--- src/rtl/fp_pkg.sv ---
// Shared floating-point helpers for the multiplier and the planned adder.
// Latency: n/a (types, constants and constant functions only).
// Backpressure: n/a.
// Contents: operand class enum, exception flag struct, bias/width helpers,
// and the canonical quiet-NaN pattern builder.
package fp_pkg;

    typedef enum logic [1:0] {
        ZERO,
        NORM,
        INF,
        NAN
    } fp_class_t;

    typedef struct packed {
        logic invalid;
        logic overflow;
        logic underflow;
        logic inexact;
    } fp_flags_t;

    // Widest format the NaN builder can describe; callers slice it down.
    localparam int FP_MAX_W = 64;

    function automatic int fp_bias(input int exp_w);
        return (1 << (exp_w - 1)) - 1;
    endfunction

    function automatic int fp_float_w(input int exp_w, input int man_w);
        return 1 + exp_w + man_w;
    endfunction

    function automatic int fp_exp_max(input int exp_w);
        return (1 << exp_w) - 1;
    endfunction

    // Sign 0, exponent all ones, mantissa MSB set, all other bits clear.
    function automatic logic [FP_MAX_W-1:0] fp_canon_nan(input int exp_w, input int man_w);
        logic [FP_MAX_W-1:0] v;
        v = '0;
        for (int i = 0; i < exp_w; i++) begin
            v[man_w + i] = 1'b1;
        end
        v[man_w - 1] = 1'b1;
        return v;
    endfunction

endpackage

--- src/rtl/fp_round_pack.sv ---
// Normalise, round-to-nearest-even and pack a finite nonzero product.
// Latency: combinational.
// Backpressure: none; the enclosing stage register decides when to sample.
// Ports: sign, exp_sum (signed unbiased-sum exponent, EXP_W+2 bits),
// prod (raw 1.x * 1.x mantissa product) -> res (packed float), flags.
module fp_round_pack
    import fp_pkg::*;
#(
    parameter int EXP_W   = 5,
    parameter int MAN_W   = 10,
    parameter int FLOAT_W = fp_float_w(EXP_W, MAN_W)
) (
    input  logic                      sign,
    input  logic signed [EXP_W+1:0]   exp_sum,
    input  logic        [2*MAN_W+1:0] prod,
    output logic        [FLOAT_W-1:0] res,
    output fp_flags_t                 flags
);

    localparam int PW = 2 * MAN_W + 2;
    localparam logic signed [EXP_W+1:0] EXP_ONE  = (EXP_W + 2)'(1);
    localparam logic signed [EXP_W+1:0] EXP_ZERO = (EXP_W + 2)'(0);
    localparam logic signed [EXP_W+1:0] EXP_MAX  = (EXP_W + 2)'(fp_exp_max(EXP_W));

    // norm drops the leading one, so its top MAN_W bits are the kept mantissa.
    logic        [PW-2:0]    norm;
    logic signed [EXP_W+1:0] exp_norm;
    logic signed [EXP_W+1:0] exp_rnd;
    logic        [MAN_W-1:0] man;
    logic        [MAN_W:0]   man_rnd;
    logic                    guard;
    logic                    sticky;
    logic                    round_up;
    logic                    ovf;
    logic                    unf;

    always_comb begin
        norm     = '0;
        exp_norm = exp_sum;
        if (prod[PW-1]) begin
            // Product in [2,4): mantissa sits below the MSB, one more binade.
            norm     = prod[PW-2:0];
            exp_norm = exp_sum + EXP_ONE;
        end else begin
            norm = {prod[PW-3:0], 1'b0};
        end

        man      = norm[PW-2 -: MAN_W];
        guard    = norm[MAN_W];
        sticky   = |norm[MAN_W-1:0];
        round_up = guard & (sticky | man[0]);

        // A carry out leaves the low MAN_W bits at zero, which is exactly 1.0.
        man_rnd  = {1'b0, man} + {{MAN_W{1'b0}}, round_up};
        exp_rnd  = man_rnd[MAN_W] ? exp_norm + EXP_ONE : exp_norm;

        ovf      = (exp_rnd >= EXP_MAX);
        unf      = (exp_rnd <= EXP_ZERO);

        if (ovf) begin
            res = {sign, {EXP_W{1'b1}}, {MAN_W{1'b0}}};
        end else if (unf) begin
            res = {sign, {(FLOAT_W-1){1'b0}}};
        end else begin
            res = {sign, exp_rnd[EXP_W-1:0], man_rnd[MAN_W-1:0]};
        end

        flags.invalid   = 1'b0;
        flags.overflow  = ovf;
        flags.underflow = unf;
        flags.inexact   = guard | sticky | ovf | unf;
    end

endmodule

--- src/rtl/float_multiple_pipe.sv ---
// Pipelined IEEE-754-style multiplier with RNE rounding and special values.
// Latency: 3 cycles accept-to-out_valid; one product per cycle when unstalled.
// Backpressure: whole pipe holds while out_valid & ~out_ready; in_ready = ~stall.
// Ports: clk, rst_n (sync, active low), in_valid/in_ready + float_a/float_b,
// out_valid/out_ready + res; res_flags {invalid,overflow,underflow,inexact}
// exists only when FMUL_FLAGS_EN is defined.
module float_multiple_pipe
    import fp_pkg::*;
#(
    parameter int EXP_W   = 5,
    parameter int MAN_W   = 10,
    // Derived from the two field widths; leave at its default.
    parameter int FLOAT_W = fp_float_w(EXP_W, MAN_W)
) (
    input  logic               clk,
    input  logic               rst_n,
    input  logic               in_valid,
    output logic               in_ready,
    input  logic [FLOAT_W-1:0] float_a,
    input  logic [FLOAT_W-1:0] float_b,
    output logic               out_valid,
    input  logic               out_ready,
    output logic [FLOAT_W-1:0] res
`ifdef FMUL_FLAGS_EN
    ,
    output logic [3:0]         res_flags
`endif
);

    localparam int EW2 = EXP_W + 2;
    localparam int MW1 = MAN_W + 1;
    localparam int PW  = 2 * MAN_W + 2;
    localparam logic [FP_MAX_W-1:0]  NAN_WIDE = fp_canon_nan(EXP_W, MAN_W);
    localparam logic [FLOAT_W-1:0]   NAN_VAL  = NAN_WIDE[FLOAT_W-1:0];
    localparam logic signed [EW2-1:0] BIAS_S  = EW2'(fp_bias(EXP_W));

    function automatic fp_class_t classify(input logic [EXP_W-1:0] e,
                                           input logic [MAN_W-1:0] m);
        if (e == '0) begin
            return ZERO;           // subnormals flush to zero here
        end
        if (&e) begin
            return (m == '0) ? INF : NAN;
        end
        return NORM;
    endfunction

    logic stall;
    assign stall    = out_valid & ~out_ready;
    assign in_ready = ~stall;

    // ---------------- S1: unpack, classify, sign, exponent sum -------------
    logic [EXP_W-1:0]   exp_a, exp_b;
    logic [MAN_W-1:0]   man_a, man_b;
    fp_class_t          cls_a, cls_b;
    logic               c1_sign;
    logic               c1_nan;
    logic               c1_spec;
    logic [FLOAT_W-1:0] c1_spec_res;
    logic signed [EW2-1:0] c1_exp;

    assign exp_a   = float_a[FLOAT_W-2 -: EXP_W];
    assign exp_b   = float_b[FLOAT_W-2 -: EXP_W];
    assign man_a   = float_a[MAN_W-1:0];
    assign man_b   = float_b[MAN_W-1:0];
    assign cls_a   = classify(exp_a, man_a);
    assign cls_b   = classify(exp_b, man_b);
    assign c1_sign = float_a[FLOAT_W-1] ^ float_b[FLOAT_W-1];
    assign c1_exp  = $signed({2'b00, exp_a}) + $signed({2'b00, exp_b}) - BIAS_S;

    always_comb begin
        c1_nan      = (cls_a == NAN) || (cls_b == NAN)
                   || (cls_a == INF && cls_b == ZERO)
                   || (cls_a == ZERO && cls_b == INF);
        c1_spec     = 1'b1;
        c1_spec_res = '0;
        if (c1_nan) begin
            c1_spec_res = NAN_VAL;
        end else if (cls_a == INF || cls_b == INF) begin
            c1_spec_res = {c1_sign, {EXP_W{1'b1}}, {MAN_W{1'b0}}};
        end else if (cls_a == ZERO || cls_b == ZERO) begin
            c1_spec_res = {c1_sign, {(FLOAT_W-1){1'b0}}};
        end else begin
            c1_spec     = 1'b0;
        end
    end

    logic                  s1_vld, s2_vld;
    logic                  s1_sign, s2_sign;
    logic signed [EW2-1:0] s1_exp, s2_exp;
    logic [MW1-1:0]        s1_ma, s1_mb;
    logic                  s1_spec, s2_spec;
    logic [FLOAT_W-1:0]    s1_spec_res, s2_spec_res;
    logic [PW-1:0]         s2_prod;

    // ---------------- S3: normalise / round / pack -------------------------
    logic [FLOAT_W-1:0] rp_res;
`ifdef FMUL_FLAGS_EN
    fp_flags_t rp_flags;
    fp_flags_t spec_flags;
    logic      s1_invalid, s2_invalid;
`else
    fp_flags_t unused_rp_flags;
`endif

    fp_round_pack #(
        .EXP_W   (EXP_W),
        .MAN_W   (MAN_W),
        .FLOAT_W (FLOAT_W)
    ) u_round_pack (
        .sign    (s2_sign),
        .exp_sum (s2_exp),
        .prod    (s2_prod),
        .res     (rp_res),
`ifdef FMUL_FLAGS_EN
        .flags   (rp_flags)
`else
        .flags   (unused_rp_flags)
`endif
    );

`ifdef FMUL_FLAGS_EN
    always_comb begin
        spec_flags           = '0;
        spec_flags.invalid   = s2_invalid;
    end
`endif

    // Stage valids and the output register: these carry the reset.
    always_ff @(posedge clk) begin
        if (!rst_n) begin
            s1_vld    <= 1'b0;
            s2_vld    <= 1'b0;
            out_valid <= 1'b0;
            res       <= '0;
`ifdef FMUL_FLAGS_EN
            res_flags <= '0;
`endif
        end else if (!stall) begin
            s1_vld    <= in_valid;
            s2_vld    <= s1_vld;
            out_valid <= s2_vld;
            // Bubbles leave the last result on res rather than garbage.
            if (s2_vld) begin
                res       <= s2_spec ? s2_spec_res : rp_res;
`ifdef FMUL_FLAGS_EN
                res_flags <= s2_spec ? spec_flags : rp_flags;
`endif
            end
        end
    end

    // Datapath registers need no reset; their valid bits qualify them.
    always_ff @(posedge clk) begin
        if (!stall) begin
            s1_sign     <= c1_sign;
            s1_exp      <= c1_exp;
            s1_ma       <= {1'b1, man_a};
            s1_mb       <= {1'b1, man_b};
            s1_spec     <= c1_spec;
            s1_spec_res <= c1_spec_res;

            s2_sign     <= s1_sign;
            s2_exp      <= s1_exp;
            s2_prod     <= PW'(s1_ma) * PW'(s1_mb);
            s2_spec     <= s1_spec;
            s2_spec_res <= s1_spec_res;
`ifdef FMUL_FLAGS_EN
            s1_invalid  <= c1_nan;
            s2_invalid  <= s1_invalid;
`endif
        end
    end

endmodule

--- config.mk ---
export PLATFORM = sky130hd
export DESIGN_NAME = float_multiple_pipe
export DESIGN_NICKNAME = d
export VERILOG_FILES = /design/src/rtl/fp_pkg.sv /design/src/rtl/fp_round_pack.sv /design/src/rtl/float_multiple_pipe.sv
export SDC_FILE = /design/constraint.sdc
export NUM_CORES = 1
export LEC_CHECK = 0
export ABC_CLOCK_PERIOD_IN_PS = 6910
export CAP_MARGIN = 20
export CORE_ASPECT_RATIO = 0.9
export CORE_MARGIN = 2
export CORE_UTILIZATION = 40
export CTS_CLUSTER_DIAMETER = 40
export DETAILED_ROUTE_END_ITERATION = 6
export GPL_TIMING_DRIVEN = 0
export SLEW_MARGIN = 20
export SYNTH_ARGS = -nofsm -noshare
export SYNTH_HDL_FRONTEND = slang
export SYNTH_SLANG_ARGS = --single-unit
--- constraint.sdc ---
create_clock -name clk -period 6.91 [get_ports clk]
set_clock_uncertainty 0.2 [all_clocks]
set_input_delay 0.691 -clock clk [delete_from_list [all_inputs] [get_ports clk]]
set_output_delay 0.691 -clock clk [all_outputs]
set_load 0.05 [all_outputs]
=== Word-level counts from Yosys, hierarchy flattened ===
Cells that the tools add are included.
Widths: inputs -> output; s select.

* $add $sub $neg: 5
* Multipliers: 1
* Magnitude comparators: 2
* Equal/unequal tests: 4
* Multiplexer cells: 25
* Bitwise logic cells: 6
* Reduce and logical (&&, ||, !) cells: 18

{| class="wikitable"
|+ Operators by type and width
! kind !! count
|-
| $mux 16 || 3
|-
| $mux 15 || 2
|-
| $mul 11x11->22 || 1
|-
| $mux 21 || 1
|-
| $logic_not 10->1 || 2
|-
| $mux 2 || 8
|-
| $add 7x2->7 const B || 2
|-
| $mux 7 || 2
|-
| $add 10x1->11 || 1
|-
| $logic_not 5->1 || 2
|-
| $reduce_and 5->1 || 2
|-
| $reduce_or 10->1 || 1
|-
| $mux 1 || 9
|-
| $eq 2x2->1 const B || 4
|-
| $ge 7x6->1 const B || 1
|-
| $le 7x1->1 const B || 1
|-
| $sub 6x4->7 const B || 1
|-
| $add 5x5->6 || 1
|-
| $logic_or 1x1->1 || 5
|-
| $logic_not 2->1 || 2
|-
| $and 1x1->1 || 2
|-
| $logic_and 1x1->1 || 2
|-
| $not 1->1 || 2
|-
| $reduce_and 2->1 || 1
|-
| other kinds (3) || 3
|}

* Flip-flop bits (word level): 111
* Input port bits: 36
* Output and inout bits: 18
* Logic and storage cells: 77

=== Depth between registers and ports, before layout ===
* Word-level depth: 10
* Gate-level depth with buffers: 20

=== Modules after synthesis ===
Synthesis repeated with hierarchy kept, for this count alone.

* Cell total of the unflattened synthesis: 897
* Area total of the unflattened synthesis: 8668.3 um2

{| class="wikitable"
|+ Modules (own cells, without submodules)
! module !! times used !! cells each !! area each (um2) !! seq. area each (um2)
|-
| float_multiple_pipe || 1 || 718 || 7394.6 || 2362.3
|-
| fp_round_pack || 1 || 179 || 1273.7 || 0.0
|}

=== Least setup slack after synthesis ===
OpenSTA, ideal clock, no wires.

* Path kind: register -> register
* From: reg s1_mb[4]
* To: reg s2_prod[20] (data pin)
* Data arrival time: 5.188 ns
* Slack: 1.260 ns
* Cell stages (with the launch flop): 21
* Path buffers: 1
* Clock period less this slack: 5.650 ns
* Path through: edfxtp_1 > clkbuf_1 > nand2_1 > fa_1 > inv_1 > fa_1 > inv_1 > fa_1 > inv_1 > fa_1 > inv_1 > fa_1 > inv_1 > ha_1 > a211oi_1 > o211ai_1 > and3_1 > o41a_1 > a221oi_1 > a21oi_1 > xor2_1

* Longest elaborated chain between the ends: 1

{| class="wikitable"
|+ RTL lines
! item !! RTL line !! RTL
|-
| from (decl) || float_multiple_pipe.sv:91 || <nowiki>logic [MW1-1:0] s1_ma, s1_mb;</nowiki>
|-
| from (signal assigned) || float_multiple_pipe.sv:159 || <nowiki>s1_mb <= {1'b1, man_b};</nowiki>
|-
| $mul 11x11->22 || float_multiple_pipe.sv:165 || <nowiki>s2_prod <= PW'(s1_ma) * PW'(s1_mb);</nowiki>
|-
| to (signal assigned) || float_multiple_pipe.sv:165 ||
|-
| to (decl) || float_multiple_pipe.sv:94 || <nowiki>logic [PW-1:0] s2_prod;</nowiki>
|}

No other way between the ends.
A chain may end at the register's enable or synchronous reset.

=== Worst setup path in the final report ===
* From: reg s1_mb[4]
* To: reg s2_prod[18] (data pin)

The elaborated chain is that of the path after synthesis.

==> flow_results.org <==
** Clock tree
- CTS buffer count :: 9
- Hold bufs inserted after CTS :: 0
- Clock root buffer master :: clkbuf_16
- Number of buffers inserted by post-CTS setup repair :: 0
- Post-CTS repair changed the size of 0 cells.
- Clk_lat worst skew :: around 0.36 ns
- Clock tree sinks :: 85
- Counting along the longest clock path gives a buffer depth of 2.
- CTS tree :: done
- CTS built an H-tree with a depth of 3.
- Clock slew seen by the registers of the worst setup and hold paths :: approximately 0.070 ns

** STA
- Measured against its own limit, the worst slew margin works out to 57.0%.
- Counting I/O delays and the setup requirement, the final critical path takes 6.22 ns.
- Fin crit share :: between 80% and 90%
- Hold violation total from the final report :: 0
- Final max-slew violation count :: 0
- Maximum achievable frequency :: 0.161 GHz
- Setup repair after global routing left no endpoint under its margin.
- Setup violators final :: 0
- Slew at the pin closest to its max-slew limit :: ~0.64 ns
- Final-layout setup total negative slack :: 0 ns

** Route
- The pre-antenna-repair detailed-routing pass consisted of 5 iterations.
- Starting DRC count in detailed routing :: 244
- For this run, design rule violations remaining after detail routing come to 0.
- Antenna viol nets, final :: 0
- Total Wirelength :: 16.1 mm
- Using the TritonRoute via totals, the vias-per-cell ratio works out to 5.01.
- Final routed wire length divided by cell count :: 14.0 um
- The detailed router placed 5,771 vias in this run.

** Placed design
- In this run the tool buffered the top-level ports with 53 buffer cells.
- Detailed placement ended at an HPWL of 12.9 mm.
- Routability-driven placement finished with a final weighted congestion of 0.809.
- In this run the cell area measured after placement is 0.00894 sq mm.

** Setup path
- Along the worst path, the maximum fanout reaches 10.
- Critical Setup Path Class :: reg2reg
- CP endpoint kind :: flop
- CP Data Arrival Time :: 6.12 ns
- The worst setup path is launched from a flop.
- STA puts the critical path data required time at about 6.8 ns.

** Synthesis
- Yosys top cell by area :: edfxtp_1
- FFs w/ async S/R, synth :: 0%
- The share of synthesized area in the top cell type comes to 24.6%.
- Synth area leaders :: edfxtp_1, fa_1, ha_1, inv_1, dfxtp_1
- Counting flops and latches in the post-synthesis netlist gives 85.
- Number of distinct standard cells referenced by the synthesized netlist :: 62
- Synthesis produced a netlist with a net count of 1,015.
- Count of synthesis-stage warnings from yosys :: 0
- Yosys mapped a number of flops with a built-in enable equal to 66.
- The cell count after synthesis came out at 826.
- The mapped netlist covers 0.00807 sq mm.
- A synthesized cell averages just under 10 sq um.
- Most numerous cell in the Yosys netlist :: inv_1
- Dominant register cell in the synthesized netlist :: edfxtp_1
- By count the netlist is led by inv_1, nand2_1, fa_1.
- Sequential elements use about 29% of the synthesized area.

** Cells and area
- 0 antenna diodes ended up in the layout.
- Layout overhead on the synthesized area :: 14.3%
- Cells fill 46.4% of the core in the end.
- Number of nets at the end of the flow :: approximately 1,100
- Of the cells placed in the final design, the portion with a size suffix greater than 1 is under 10%.
- With fillers left out, the area of the finished cells amounts to around 0.0092 sq mm.

** Global routing
- The number of antenna violations at the first check in global routing is 0.
- First-pass GRT wire length :: 28.4 mm
- Pin count of the biggest net entering global routing :: 43
- Final global-route overflow total :: 0
- Number of global-route vias before repair :: 5,838
- Across every metal layer, demand over resource in global routing totals 16.4%.

** Die
- The total area inside the core boundary comes to 0.0199 sq mm.
- From bottom edge to top edge, the die measures 139 um.
- Starting density of the core :: 40.6%
- Die W :: approximately 150 um
- The initialized floorplan defines 49 standard-cell rows.
- Pin placement for this block handled 54 I/O pins.
- Die area :: between 0.02 and 0.025 sq mm

** Outcome
- The run finished with clean final reports.

** Job
- Across the run, the number of max-cap violations was 0.

** Power
- Power per cell area :: 381 mW/mm^2
- Pleak :: about 0.0042 uW
- Peak supply drop :: around 0.29 mV

** Worst hold path
- Kind of path behind the tightest hold check :: reg2reg
cell type report:
cell class	count	area [sq um]
fillers	1960	10600
multi-input cells	565	5040
flip-flops and latches	85	2360
repair buffers	54	551
inverters	146	548
well taps	255	319
clock buffers	10	229
plain buffers	30	125
clock inverters	6	51.3
report_power, final:
| part | leakage (uW) | switching (uW) | internal [uW] |
|---|---|---|---|
| Clock | 0.000140 | 219 | 250 |
| Sequential | 0.000866 | 68.0 | 756 |
| Combinational | 0.00316 | 1270 | 955 |
| Total | 0.00416 | 1560 | 1960 |
worst paths after layout:
| path | from | end | slack [ns] | cells past startpoint |
|---|---|---|---|---|
| worst max register to register | s1_mb[4] | s2_prod[18] | 0.69 | 20 |
| worst min-delay path | s1_sign | s2_sign | 0.22 | 0 |
| worst min register to register | s1_sign | s2_sign | 0.22 | 0 |
| worst max-delay path | s1_mb[4] | s2_prod[18] | 0.69 | 20 |
stage by stage:
| step | cells | hold WS [ns] | setup WS, ns | power [uW] |
|---|---|---|---|---|
| 2_1_floorplan | 826 | 0.200 | 1.26 | 2570 |
| 3_3_place_gp | 1134 | 0.203 | 0.742 | 3020 |
| 3_5_place_dp | 1135 | 0.207 | 0.715 | 3040 |
| 4_1_cts | 1151 | 0.222 | 0.709 | 3550 |
| 5_1_grt | 1151 | 0.227 | 0.334 | 3920 |
| 6_report | 1151 | 0.221 | 0.694 | 3520 |
cells in the final DEF, fill, tap and decap left out, types with 10 or more instances in the layout:
cell,instances
inv_1,146
nand2_1,88
fa_1,81
ha_1,72
edfxtp_1,66
clkdlybuf4s50_1,53
and2_1,42
nor2_1,37
xnor2_1,28
a21oi_1,28
clkbuf_1,21
dfxtp_1,19
o21ai_0,18
nand3_1,16
xor2_1,14
nand2b_1,11
and3_1,10
registers in the layout, indices dropped and copies added (netlist names):
signal and count:
s2_prod 22, res 16, s1_ma 10, s1_mb 10
s1_exp 7, s2_exp 7, s1_spec_res 3, s2_spec_res 3
out_valid 1, s1_sign 1, s1_spec 1, s1_vld 1
s2_sign 1, s2_spec 1, s2_vld 1
metal layers:
layer  vias to the layer above  share of wire, %  wire, um  GRT usage, %
li1                       2874                 -         -             -
met1                      2802                49      7910          23.0
met2                        78                46      7420          26.4
met3                        17               3.4       542          2.94
met4                         0               1.4       229          4.54
met5                         -                 0         0             0
worst max-delay path: stages (launching register included):
cell and delay (ns):
edfxtp_1 0.41, clkbuf_1 0.39, nand2_1 0.14, fa_1 0.55, inv_1 0.05, fa_1 0.50, inv_1 0.05, fa_1 0.48
inv_1 0.06, fa_1 0.52, inv_1 0.05, fa_1 0.52, inv_1 0.04, ha_1 0.34, a211oi_1 0.23, o211ai_1 0.16
and3_1 0.23, o41a_1 0.38, a221oi_1 0.35, nor2b_1 0.21, xnor2_1 0.09
logic make-up after synthesis:
kind of cell | share of synthesized area [%]
compound gates | 8.99
flops | 29.3
fa+ha+maj | 31.3
mux | 1.40
simple gates | 16.0
buf+inv | 8.29
xor+xnor | 4.76
No activity file was read; power rests on OpenSTA's default activity.
